## src/rtl/case3_vector_sequencer.sv

```systemverilog
// case3_vector_sequencer: applies vectors to the case3 cone, waits SETTLE cycles, then folds {x,y,z} into a MISR and ones counters.
// Optional built-in golden model of the cone and error reporting: define CASE3_GOLDEN_CHECK_EN.
module case3_vector_sequencer #(
  parameter int unsigned      SETTLE   = 1,
  parameter int unsigned      SIG_W    = 16,
  parameter logic [SIG_W-1:0] SIG_POLY = 16'h8016,
  parameter int unsigned      CNT_W    = 8
) (
  input  logic             clk,
  input  logic             rst,
  input  logic             start,
  input  logic             single,
  input  logic [6:0]       vec_in,
  output logic [6:0]       dut_in,
  input  logic [2:0]       dut_out,
  output logic             busy,
  output logic             done,
  output logic             smp_valid,
  output logic [6:0]       smp_vec,
  output logic [2:0]       smp_data,
  output logic [SIG_W-1:0] sig,
  output logic [CNT_W-1:0] cnt_x,
  output logic [CNT_W-1:0] cnt_y,
  output logic [CNT_W-1:0] cnt_z
`ifdef CASE3_GOLDEN_CHECK_EN
  ,
  output logic [7:0]       err_cnt,
  output logic             err_flag,
  output logic [6:0]       err_vec
`endif
);

  // state     | meaning
  // S_IDLE    | waiting for start; dut_in holds the last vector
  // S_APPLY   | dut_in stable, settle timer loaded
  // S_SETTLE  | settle timer counts down to terminal count
  // S_CAPTURE | sample dut_out, update MISR/counters, pick next vector
  // S_DONE    | one-cycle done pulse
  typedef enum logic [2:0] {S_IDLE, S_APPLY, S_SETTLE, S_CAPTURE, S_DONE} state_t;

  localparam logic [3:0] SETTLE_LD = 4'(SETTLE - 1);

  state_t     state, state_nx;
  logic       single_q;
  logic [3:0] settle_cnt;
  logic       last_vec;
  logic       run_go;

  assign last_vec = single_q || (dut_in == 7'h7F);
  assign run_go   = (state == S_IDLE) && start;

  always_ff @(posedge clk) begin
    if (rst) state <= S_IDLE;
    else     state <= state_nx;
  end

  always_comb begin
    state_nx = state;
    busy     = 1'b0;
    done     = 1'b0;
    case (state)
      S_IDLE:    if (start) state_nx = S_APPLY;
      S_APPLY: begin
        busy     = 1'b1;
        state_nx = S_SETTLE;
      end
      S_SETTLE: begin
        busy = 1'b1;
        if (settle_cnt == 4'd0) state_nx = S_CAPTURE;
      end
      S_CAPTURE: begin
        busy     = 1'b1;
        state_nx = last_vec ? S_DONE : S_APPLY;
      end
      S_DONE: begin
        done     = 1'b1;
        state_nx = S_IDLE;
      end
      default:   state_nx = S_IDLE;
    endcase
  end

  always_ff @(posedge clk) begin
    if (rst) begin
      single_q   <= 1'b0;
      dut_in     <= '0;
      settle_cnt <= '0;
      smp_valid  <= 1'b0;
      smp_vec    <= '0;
      smp_data   <= '0;
      sig        <= '1;
      cnt_x      <= '0;
      cnt_y      <= '0;
      cnt_z      <= '0;
    end else begin
      smp_valid <= 1'b0;
      case (state)
        S_IDLE: if (start) begin
          single_q <= single;
          dut_in   <= single ? vec_in : 7'd0;
          sig      <= '1;
          cnt_x    <= '0;
          cnt_y    <= '0;
          cnt_z    <= '0;
        end
        S_APPLY:  settle_cnt <= SETTLE_LD;
        S_SETTLE: if (settle_cnt != 4'd0) settle_cnt <= settle_cnt - 4'd1;
        S_CAPTURE: begin
          smp_valid <= 1'b1;
          smp_vec   <= dut_in;
          smp_data  <= dut_out;
          sig       <= (sig >> 1) ^ (sig[0] ? SIG_POLY : '0) ^ {{(SIG_W-3){1'b0}}, dut_out};
          cnt_x     <= cnt_x + CNT_W'(dut_out[2]);
          cnt_y     <= cnt_y + CNT_W'(dut_out[1]);
          cnt_z     <= cnt_z + CNT_W'(dut_out[0]);
          if (!last_vec) dut_in <= dut_in + 7'd1;
        end
        default: ;
      endcase
    end
  end

`ifdef CASE3_GOLDEN_CHECK_EN
  function automatic logic [2:0] cone_model(input logic [6:0] v);
    logic a, b, c, d, e, f, g, x, y, z;
    {a, b, c, d, e, f, g} = v;
    x = a & b & c & d & e;
    y = b | c | (d ^ f) | (e ^ g);
    z = d ? (((e & g) | ~c) & ~(a & b & e & g)) : ((a & b & e & g) | (c & ~(e & g)));
    return {x, y, z};
  endfunction

  logic mismatch;
  assign mismatch = (state == S_CAPTURE) && (dut_out != cone_model(dut_in));

  // err_vec captures only the first mismatch of a run; err_flag gates later ones.
  always_ff @(posedge clk) begin
    if (rst || run_go) begin
      err_cnt  <= '0;
      err_flag <= 1'b0;
      err_vec  <= '0;
    end else if (mismatch) begin
      err_cnt  <= err_cnt + 8'd1;
      err_flag <= 1'b1;
      if (!err_flag) err_vec <= dut_in;
    end
  end
`endif

endmodule
```

## config.mk

```make
export PLATFORM = sky130hd
export DESIGN_NAME = case3_vector_sequencer
export DESIGN_NICKNAME = d
export VERILOG_FILES = /design/src/rtl/case3_vector_sequencer.sv
export SDC_FILE = /design/constraint.sdc
export NUM_CORES = 1
export LEC_CHECK = 0
export ABC_AREA = 1
export CAP_MARGIN = 5
export CORE_AREA = 2 2 83 85
export DETAILED_ROUTE_END_ITERATION = 8
export DIE_AREA = 0 0 85 87
export GPL_TIMING_DRIVEN = 0
export HOLD_SLACK_MARGIN = 0.03
export PLACE_DENSITY_LB_ADDON = 0.1
export SYNTH_ARGS = -nofsm -noshare
export SYNTH_HDL_FRONTEND = slang
export SYNTH_SLANG_ARGS = --single-unit
```

## constraint.sdc

```tcl
create_clock -name clk -period 3.68 [get_ports clk]
set_input_delay 0.736 -clock clk [delete_from_list [all_inputs] [get_ports clk]]
set_output_delay 0.736 -clock clk [all_outputs]
set_load 0.03 [all_outputs]
```

==> results by group, run 1 <==
Outcome
  • Result of the run: complete, no violations

Clocking
  • Worst-path clk slew: 70 ps
  • # clock sinks: 66
  • CTS tree: yes
  • Postcts setup bufs: 0
  • Total CTS buffers: 9
  • Post-CTS Resized: 0
  • Root Driver: clkbuf_8
  • CTS max path bufs: 2
  • Clk_lat worst skew: 350 ps
  • H-Tree Depth: 3
  • # hold bufs at CTS: 0

Synth
  • Area leader, netlist: dfxtp_1
  • Synth area leaders: dfxtp_1 (42%), nand2_1 (14%), nor2_1 (8.9%)
  • EDFF count, synth: 0
  • Cell area after synthesis: 3150 µm²
  • Yosys top cell area share: 42.0%
  • Most frequent cell after synthesis: nand2_1
  • Synth warnings: 0
  • Top_reg_cell synth: dfxtp_1
  • Sequential area share after synthesis: 42.0%
  • Number of synthesized register bits: 66
  • Syn Inst Count: 463
  • Distinct cell type count of the synthesized netlist: 26
  • Asr flop ratio synth: 0%
  • Commonest cells post-synth: nand2_1 (116), nor2_1 (75), dfxtp_1 (66)
  • Avg Inst Size Synth: 6.79 µm²
  • Mapped Nets: 486

Hold path
  • Worst Hold Path EP: smp_vec[1]$_SDFFE_PP0P_
  • Hold Crit Depth: 2
  • Worst min path class: reg2reg
  • Hold Crit Start: smp_vec[1]$_SDFFE_PP0P_

Pwr
  • Leak: 1.61 nW
  • Internal power: 1.29 mW
  • Seq pwr share: 43.1%
  • Comb power frac: 23.5%
  • Tot Pwr: 1.88 mW
  • Net Switching: 593 µW
  • Power per cell area: 451 nW/µm²
  • Net Sw Frac: 31.5%
  • Clk pwr share: 33.4%
  • VDD IR max: 0.000262 V

Setup path
  • Crit end category: primary output
  • R2R setup slack: 1920 ps
  • CP Class: reg2out
  • RR Startpoint: dut_in[1]$_SDFFE_PP0P_
  • Crit path required time: 2940 ps
  • R2R cell count: 10
  • Reg-to-Reg End: dut_in[4]$_SDFFE_PP0P_
  • CP arrival: 1680 ps
  • Critical path startpoint category: register
  • Maximum fanout along the worst path: 7

Global route
  • Vias in the first global route: 2928
  • GRT Total Usage: 23.2%
  • First-pass GRT wire length: 13.6 mm
  • Grt total ovfl: 0
  • Largest net degree at the start of global routing: 11
  • Initial antenna violation count: 0

Run
  • Number of max-cap violations: 0

STA
  • RSZ-0062 raised after global routing: no
  • Clock skew: 8.32 ps
  • Fmax: 0.413 GHz
  • Period minus WS final: 2420 ps
  • Setup TNS: 0 ps
  • Final number of max-transition violations: 0
  • WHS: 498 ps
  • Final-report hold violation count: 0
  • Final count of negative-setup-slack endpoints: 0
  • Max-slew headroom: 58.1%
  • Worst slew pin tran: 624 ps
  • Crit share post-route: 65.8%

Layout
  • Finished layout cell area: 4180 µm²
  • Area of the multi-input gates: 1530 µm²
  • FF/Latch Area: 1320 µm²
  • Ant diodes: 0
  • Area growth syn-to-layout: 32.9%
  • Share of cells above drive strength 1: 5.63%
  • Fillers: 601
  • Final Net Count: 570

Floorplanning
  • Die height: 87 µm
  • Boundary Pins: 74
  • Starting density of the core: 47.9%
  • Die area: 7400 µm²
  • Core ar.: 6570 µm²
  • # rows: 30
  • Die width: 85 µm

Placed design
  • Port bufs: 73
  • Placed Instance Area: 3980 µm²
  • Dpl hpwl: 5.79 mm
  • GPL Wtd Cong: 0.810

Route
  • Vias: 3191
  • Detailed Route WL: 8.16 mm
  • Vias per Instance: 5.06
  • Initial DRC count: 241
  • Post-DRT Antenna Nets: 0
  • Routed len/inst: 12.9 µm
  • 1st-pass router iterations: 4
  • DRC: 0
==> metrics by stage <==
stage / cells / utilization (%) / worst slack, ps
6_report: 631 / 63.6 / 1260
5_1_grt: 631 / 63.6 / 1170
4_1_cts: 631 / 63.6 / 1240
3_5_place_dp: 616 / 60.5 / 1200
3_3_place_gp: 616 / 60.5 / 1200
2_1_floorplan: 463 / - / 2000
==> metal layers <==
metal,vias up,track usage [%],share of wire (%),wire [µm]
met4,0,9.81,1.7,139
met5,-,0,0,0
li1,1630,-,-,-
met3,16,6.45,5.6,453
met2,86,36.2,45,3650
met1,1459,30.2,48,3910
==> worst max-delay path, stage by stage (launching register included) <==
cell	delay, ps
dfxtp_1	380
nor2_1	150
inv_1	50
nor2_1	80
clkdlybuf4s50_1	670
==> area by class of cell <==
cell class,count,share of cell area [%]
multi-input combinational,328,36.5
inverter,54,4.85
clock buffer,13,4.04
sequential,66,31.6
tap,80,2.39
clock inverter,2,0.838
timing repair buffer,73,17.5
buffer,15,2.24
==> worst max path at each step <==
stage                      startpoint                endpoint  slack, ps  cells after the start
2_1_floorplan  dut_in[0]$_SDFFE_PP0P_  dut_in[0]$_SDFFE_PP0P_       2000                     10
3_3_place_gp                      rst   cnt_x[6]$_SDFFE_PP0P_       1200                      6
3_5_place_dp                      rst   cnt_x[6]$_SDFFE_PP0P_       1200                      6
4_1_cts         state[1]$_SDFFE_PP0P_                    done       1240                      4
5_1_grt         state[1]$_SDFFE_PP0P_                    done       1170                      4
6_report        state[1]$_SDFFE_PP0P_                    done       1260                      4
==> power groups by stage <==
stage                     Combinational [mW]  Clock, mW  Sequential [mW]
final                                  0.442      0.630            0.812
after CTS                              0.443      0.641            0.811
after global routing                   0.493      0.678            0.819
after detailed placement               0.440          0            0.827
after global placement                 0.432          0            0.826
after floorplan                        0.238          0            0.874
==> flip-flops by register name, summed over array words and instances, names as in the netlist <==
| register | flops |
|---|---|
| sig | 16 |
| cnt_x | 8 |
| cnt_y | 8 |
| cnt_z | 8 |
| dut_in | 7 |
| smp_vec | 7 |
| settle_cnt | 4 |
| smp_data | 3 |
| state | 3 |
| single_q | 1 |
| smp_valid | 1 |
==> kinds of logic (layout without fill, tap and decap cells) <==
logic type	Yosys count	after routing	share of synthesized area, %
and+or+nand+nor	233	233	30.6
adders and majority gates	9	9	3.58
DFF	66	66	42.0
buffers and inverters	69	157	9.43
xor gates and xnor gates	5	5	1.39
AOI/OAI and AO/OA	81	81	13.0
==> cells in the final DEF (no fill, tap or decap), drive strengths merged <==
master / count
o21ai: 55
clkbuf: 17
clkinv: 3
o22ai: 1
bufinv: 1
nand3b: 1
ha: 9
xor2: 3
a21boi: 1
inv: 52
nand2: 120
a21oi: 24
nor3: 6
nor2: 77
nand4: 4
dfxtp: 66
clkdlybuf4s50: 73
nand3: 25
xnor2: 2
buf: 11
No activity file was read; power rests on OpenSTA's default activity.
==> run 2: changes to the inputs <==
==> constraint.sdc (replaced) <==
create_clock -name clk -period 2.3 [get_ports clk]
set_input_delay 0.46 -clock clk [delete_from_list [all_inputs] [get_ports clk]]
set_output_delay 0.46 -clock clk [all_outputs]
set_load 0.03 [all_outputs]
==> results of run 2 <==
The final DEF is identical to that of run 1. Status: complete, no violations.
Among the figures that moved: setup slack after placement 1200 ps -> 95.0 ps; setup slack after layout 1260 ps -> 155 ps; register-to-register setup slack 1920 ps -> 540 ps; total power 1.88 mW -> 3.01 mW; worst IR drop on VDD 0.000262 V -> 0.000419 V
